### src/rtl/reg_file_pkg.sv
// Shared definitions for the register file: default depth, clear/ready FSM
// state encoding and the opcode constants used by the surrounding core.
package reg_file_pkg;

   localparam int unsigned RF_DEPTH_DEFAULT = 32;
   localparam int unsigned RF_WIDTH         = 32;

   typedef enum logic [0:0] {
      CLEAR = 1'b0,
      READY = 1'b1
   } rf_state_e;

   localparam logic [6:0] R_TYPE = 7'b0110011;
   localparam logic [6:0] I_TYPE = 7'b0010011;
   localparam logic [6:0] LOAD   = 7'b0000011;

endpackage : reg_file_pkg

### src/rtl/rf_clear_ctrl.sv
// Post-reset clear sequencer: walks every register index once, writing zero,
// then parks in READY until the next reset.
module rf_clear_ctrl
   import reg_file_pkg::*;
#(
   parameter  int unsigned DEPTH = RF_DEPTH_DEFAULT,
   localparam int unsigned IW    = $clog2(DEPTH)
) (
   input  logic          clk,
   input  logic          reset,
   output logic [IW-1:0] clr_idx,
   output logic          clr_en_c,
   output logic          rf_ready
);

   rf_state_e     state_q;
   rf_state_e     state_d;
   logic [IW-1:0] cnt_q;
   logic [IW-1:0] cnt_d;
   logic          ready_d;

   // State, counter and ready flag registers
   always_ff @(posedge clk) begin
      if (reset) begin
         state_q  <= CLEAR;
         cnt_q    <= '0;
         rf_ready <= 1'b0;
      end else begin
         state_q  <= state_d;
         cnt_q    <= cnt_d;
         rf_ready <= ready_d;
      end
   end

   // Next-state logic: one clear write per cycle, READY after the last index
   always_comb begin
      state_d  = state_q;
      cnt_d    = cnt_q;
      ready_d  = rf_ready;
      clr_en_c = 1'b0;
      case (state_q)
         CLEAR: begin
            clr_en_c = 1'b1;
            cnt_d    = cnt_q + IW'(1);
            if (cnt_q == IW'(DEPTH - 1)) begin
               state_d = READY;
               ready_d = 1'b1;
               cnt_d   = '0;
            end
         end
         READY: begin
            ready_d = 1'b1;
         end
         default: begin
            state_d = CLEAR;
            cnt_d   = '0;
            ready_d = 1'b0;
         end
      endcase
   end

   assign clr_idx = cnt_q;

endmodule : rf_clear_ctrl

### src/rtl/reg_file.sv
// Two-read, one-write 32-bit register file with hardwired-zero index 0 and a
// self-clearing startup sequence. Byte addresses are accepted; the low two
// bits are ignored. Optional macro RF_BYPASS_EN forwards same-cycle write data
// to a colliding read; without it a colliding read returns the old value.
module reg_file
   import reg_file_pkg::*;
#(
   parameter  int unsigned RF_DEPTH = RF_DEPTH_DEFAULT,
   localparam int unsigned AW       = $clog2(RF_DEPTH << 2)
) (
   input  logic          clk_100MHz,
   input  logic          reset,
   input  logic [AW-1:0] writeAddr_RF_WB,
   input  logic [31:0]   writeData_RF_WB,
   input  logic          writeEn_RF_WB,
   input  logic [AW-1:0] readAddr1_RF,
   input  logic [AW-1:0] readAddr2_RF,
   input  logic          readEn_RF,
   output logic [31:0]   readData1_RF,
   output logic [31:0]   readData2_RF,
   output logic          rf_ready
);

   localparam int unsigned IW = AW - 2;

   logic [RF_WIDTH-1:0] mem [RF_DEPTH];

   logic [IW-1:0]       wr_idx;
   logic [IW-1:0]       rd1_idx;
   logic [IW-1:0]       rd2_idx;
   logic [IW-1:0]       clr_idx;
   logic                clr_en_c;
   logic                wr_acc_c;
   logic [RF_WIDTH-1:0] rd1_c;
   logic [RF_WIDTH-1:0] rd2_c;
   logic                unused_addr_lsbs;

   assign wr_idx  = writeAddr_RF_WB[AW-1:2];
   assign rd1_idx = readAddr1_RF[AW-1:2];
   assign rd2_idx = readAddr2_RF[AW-1:2];

   // Byte-offset bits carry no meaning for word registers
   assign unused_addr_lsbs = ^{writeAddr_RF_WB[1:0], readAddr1_RF[1:0],
                               readAddr2_RF[1:0]};

   rf_clear_ctrl #(
      .DEPTH (RF_DEPTH)
   ) u_clear_ctrl (
      .clk      (clk_100MHz),
      .reset    (reset),
      .clr_idx  (clr_idx),
      .clr_en_c (clr_en_c),
      .rf_ready (rf_ready)
   );

   // A write is taken only once cleared, outside reset, and never to index 0
   assign wr_acc_c = writeEn_RF_WB && rf_ready && !reset && (wr_idx != '0);

   // Storage update: clear sequence has priority; no reset on the array itself
   always_ff @(posedge clk_100MHz) begin
      if (clr_en_c) begin
         mem[clr_idx] <= '0;
      end else if (wr_acc_c) begin
         mem[wr_idx] <= writeData_RF_WB;
      end
   end

   // Read data selection for both ports (zero while clearing or for index 0)
   always_comb begin
      rd1_c = '0;
      rd2_c = '0;
      if (rf_ready) begin
         if (rd1_idx != '0) begin
            rd1_c = mem[rd1_idx];
`ifdef RF_BYPASS_EN
            if (wr_acc_c && (wr_idx == rd1_idx)) begin
               rd1_c = writeData_RF_WB;
            end
`endif
         end
         if (rd2_idx != '0) begin
            rd2_c = mem[rd2_idx];
`ifdef RF_BYPASS_EN
            if (wr_acc_c && (wr_idx == rd2_idx)) begin
               rd2_c = writeData_RF_WB;
            end
`endif
         end
      end
   end

   // Registered read ports; values hold while readEn_RF is low
   always_ff @(posedge clk_100MHz) begin
      if (reset) begin
         readData1_RF <= '0;
         readData2_RF <= '0;
      end else if (readEn_RF) begin
         readData1_RF <= rd1_c;
         readData2_RF <= rd2_c;
      end
   end

endmodule : reg_file

### config.mk
export PLATFORM = sky130hd
export DESIGN_NAME = reg_file
export DESIGN_NICKNAME = d
export VERILOG_FILES = /design/src/rtl/reg_file_pkg.sv /design/src/rtl/rf_clear_ctrl.sv /design/src/rtl/reg_file.sv
export SDC_FILE = /design/constraint.sdc
export NUM_CORES = 1
export LEC_CHECK = 0
export CORE_ASPECT_RATIO = 0.7
export CORE_MARGIN = 10
export CORE_UTILIZATION = 25
export DETAILED_ROUTE_END_ITERATION = 6
export DONT_BUFFER_PORTS = 1
export PLACE_DENSITY = 0.43
export SLEW_MARGIN = 20
export SYNTH_ARGS = -nofsm -noshare
export SYNTH_HDL_FRONTEND = slang
export SYNTH_SLANG_ARGS = --single-unit
### constraint.sdc
create_clock -name clk_100MHz -period 5.9 [get_ports clk_100MHz]
set_clock_uncertainty 0.05 [all_clocks]
set_input_delay 0.885 -clock clk_100MHz [delete_from_list [all_inputs] [get_ports clk_100MHz]]
set_output_delay 0.885 -clock clk_100MHz [all_outputs]
set_load 0.02 [all_outputs]
==> impl_results.md <==
- Status: finished, violations left
- Failing checks: slew limit
- Initial Util: approximately 25%
- Hold Slack: ~170 ps
- Detailed Routing Iterations Pass 1: 5
- Max Transition Viols Final: 15
- CTS Buffer Depth: 3
- Wire length per cell: 34.85 um
- Worst Path Max Fanout: 20
- Core Footprint: 0.1970 mm2
- Routability cong.: 0.7487
- Seq/Total Area, Yosys: 64.72%
- Netlist Area Pre-Place: 0.04971 mm2
- Filler instances: 19240
- Clock latency on the worst-skew pair: 740 ps
- Post-layout power: ~0.017 W
- # rows: 136
- Synth Register Bits: 1095
- Hold crit path type: input port to flip-flop
- Top-area cell type share of the netlist area: 61.86%
- Die H: 393.1 um
- Worst Setup SP: u_clear_ctrl.state_q$_SDFF_PP0_
- Clock slew at reported path FFs: ~60 ps
- Ys async rst share: 0%
- Final Hold Fails: 0
- DRC viols: 0
- WP data required: 6210 ps
- Worst-margin pin slew: 1524 ps
- Setup violators final: 0
- H-tree depth: 3
- Hold buffer count at cts: 0
- Largest net degree at the start of global routing: between 200 and 300
- DR vias: ~28000
- Top cells by count, synth: 1024 x edfxtp_1, 442 x mux4_2, 295 x mux2i_1, 88 x clkbuf_1, 73 x buf_2
- Post-cts resize count: 0
- Synth top area cells: edfxtp_1 62%, mux4_2 20%, mux2i_1 5.9%, dfxtp_1 2.9%, a22o_1 0.88%
- FMAX: between 200 and 300 MHz
- Post-synth top area cell: edfxtp_1
- Predominant post-synthesis flop cell: edfxtp_1
- Critical path type: flip-flop to flip-flop
- Leak Pwr: 15.86 nW
- Slew HR: -1.576%
- Yosys warning count: 0
- CTS Buf Count: 115
- DR iter-0 viols: 2899
- Max Cap Viol: 0
- CP Capture Type: flip-flop
- CP Launch Type: flip-flop
- Post-DRT Antenna Nets: 0
- GRT Residual Overflow: 0
- Layout cells sized above 1: between 30% and 40%
- Critical hold path startpoint: reset
- Yosys cell types: 55
- First-pass GRT wire length: 249400 um
- Tot GR Track Use: 16.31%
- PortBufs: 0
- Total wire length: approximately 180000 um
- Tcrit/Tclk final: 67.07%
- Synthesized Nets: 2583
- Non-Filler Instances: about 5200
- I/O Pins: roughly 120
- CTS tree: built
- Post-CTS setup buffer count: 0
- Area of the multi-input gates: 0.01690 mm2
- Syn avg cell area: a little under 20 um2
- Vias in the first global route: about 29000
- Die ar.: 0.2173 mm2
- Die Wd: 552.9 um
- CTS Root Cell: clkbuf_16
- Most frequent cell after synthesis: edfxtp_1
- Clock sink count: about 1100
- Post-layout min period: 3957 ps
- FF+latch area: 0.03217 mm2
- Via density: 5.276
- Hpwl dp: 101700 um
- WP data arrival: 4260 ps
- Number of flops mapped to enable cells by yosys: 1024
- TNS Setup: 0 ps
- Peak supply drop: 0.2401 mV
- Area growth from synthesis to layout: 14.40%
- Pwr Density: 294.3 mW/mm2
- Placed Cells: roughly 5000
- RSZ-0062 raised after global routing: false
- Initial antenna violation count: 22
- Nets: ~2600
- Worst r2r src: u_clear_ctrl.state_q$_SDFF_PP0_
- Mapped Cells: 2524
-- state kept, by name, summed over array words and instances (netlist names) --
name                   flops
readData2_RF              32
u_clear_ctrl.rf_ready      1
u_clear_ctrl.state_q       1
u_clear_ctrl.clr_idx       5
mem                     1024
readData1_RF              32
-- report_power, final --
group / internal (W) / switching, W / total [W]
Clock: 0.00432 / 0.00315 / 0.00748
Combinational: 0.000370 / 0.000386 / 0.000756
Sequential: 0.00846 / 0.0000375 / 0.00850
Total: 0.0132 / 0.00358 / 0.0167
-- per-layer routing --
metal  wire length, um  GRT usage [%]  part of all wire (%)  vias up
met1             79980          22.06                    44    15330
met5                74              0                 0.041        -
li1                  -              -                     -    10960
met4              5112          4.324                   2.8       12
met3             11020          3.493                   6.0      299
met2             86300          26.67                    47     1032
-- area by class of cell --
class                   instances  area share [%]
flip-flops and latches       1095           56.58
multi-input cells            1225           29.72
well taps                    2622           5.770
clock buffers                 144           5.448
clock inverters                73           1.336
repair buffers                 63           1.069
inverters                       6         0.03961
diodes                          8         0.03521
-- per-stage QoR --
step / instance area (um2) / worst slack [ps] / utilization (%)
after floorplan: 49710 / 1153 / -
after global placement: 52880 / 1731 / 26.83
after detailed placement: 52880 / 1749 / 26.84
after CTS: 56740 / 2003 / 28.80
after global routing: 56840 / 1894 / 28.85
final: 56860 / 1943 / 28.86
-- critical path, stage by stage (launching register included) --
cell and delay, ps:
dfxtp_1 610, nand4b_1 330, a21oi_4 750, o21ai_1 220, buf_4 250, nor2_4 660
buf_4 610
-- cell usage in the layout, fill, tap and decap left out, types with 4 or more instances in the layout --
cell type | Yosys | routed
a211o_1 | 40 | 40
a21boi_0 | 4 | 4
a21oi_1 | 14 | 13
a221o_1 | 32 | 32
a221oi_1 | 9 | 9
a22o_1 | 50 | 50
a31oi_1 | 6 | 4
a32o_1 | 30 | 30
a32oi_1 | 5 | 5
and2_1 | 37 | 17
and2_2 | 0 | 19
buf_12 | 0 | 7
buf_4 | 11 | 53
bufinv_16 | 0 | 14
clkbuf_1 | 88 | 19
clkbuf_16 | 0 | 116
clkbuf_8 | 0 | 9
clkinv_1 | 0 | 19
clkinv_2 | 0 | 25
clkinvlp_4 | 0 | 9
dfxtp_1 | 71 | 71
diode_2 | 0 | 8
edfxtp_1 | 1024 | 1024
inv_1 | 6 | 5
mux2_2 | 23 | 23
mux2i_1 | 295 | 295
mux4_2 | 442 | 442
nand2_1 | 28 | 28
nand3_1 | 8 | 7
nor2_1 | 40 | 13
nor2_4 | 0 | 27
nor2b_1 | 8 | 5
nor3_2 | 0 | 8
o2111ai_1 | 4 | 4
o211ai_1 | 6 | 6
o21ai_0 | 11 | 11
o221ai_1 | 45 | 45
o22ai_1 | 32 | 32
o31a_1 | 5 | 4
-- final timing paths --
check | end | slack (ps) | depth (start not counted)
hold reg to reg | u_clear_ctrl.clr_idx[3]$_SDFFE_PP0N_ | 500 | 2
setup reg to reg | mem[11][5]$_DFFE_PP_ | 1940 | 6
setup / recovery | mem[11][5]$_DFFE_PP_ | 1940 | 6
hold / removal | u_clear_ctrl.clr_idx[0]$_SDFFE_PP0N_ | 170 | 1
-- cell families (layout without fill, tap and decap cells) --
group	Yosys count	after routing	share of synthesized area, %
and+or+nand+nor	155	155	1.634
AOI/OAI and AO/OA	308	308	5.160
other	0	8	0
buffers and inverters	204	286	1.943
adders and majority gates	2	2	0.05034
muxes	760	760	26.49
DFF	1095	1095	64.72
Note: power is estimated with default switching activity, not from simulation.
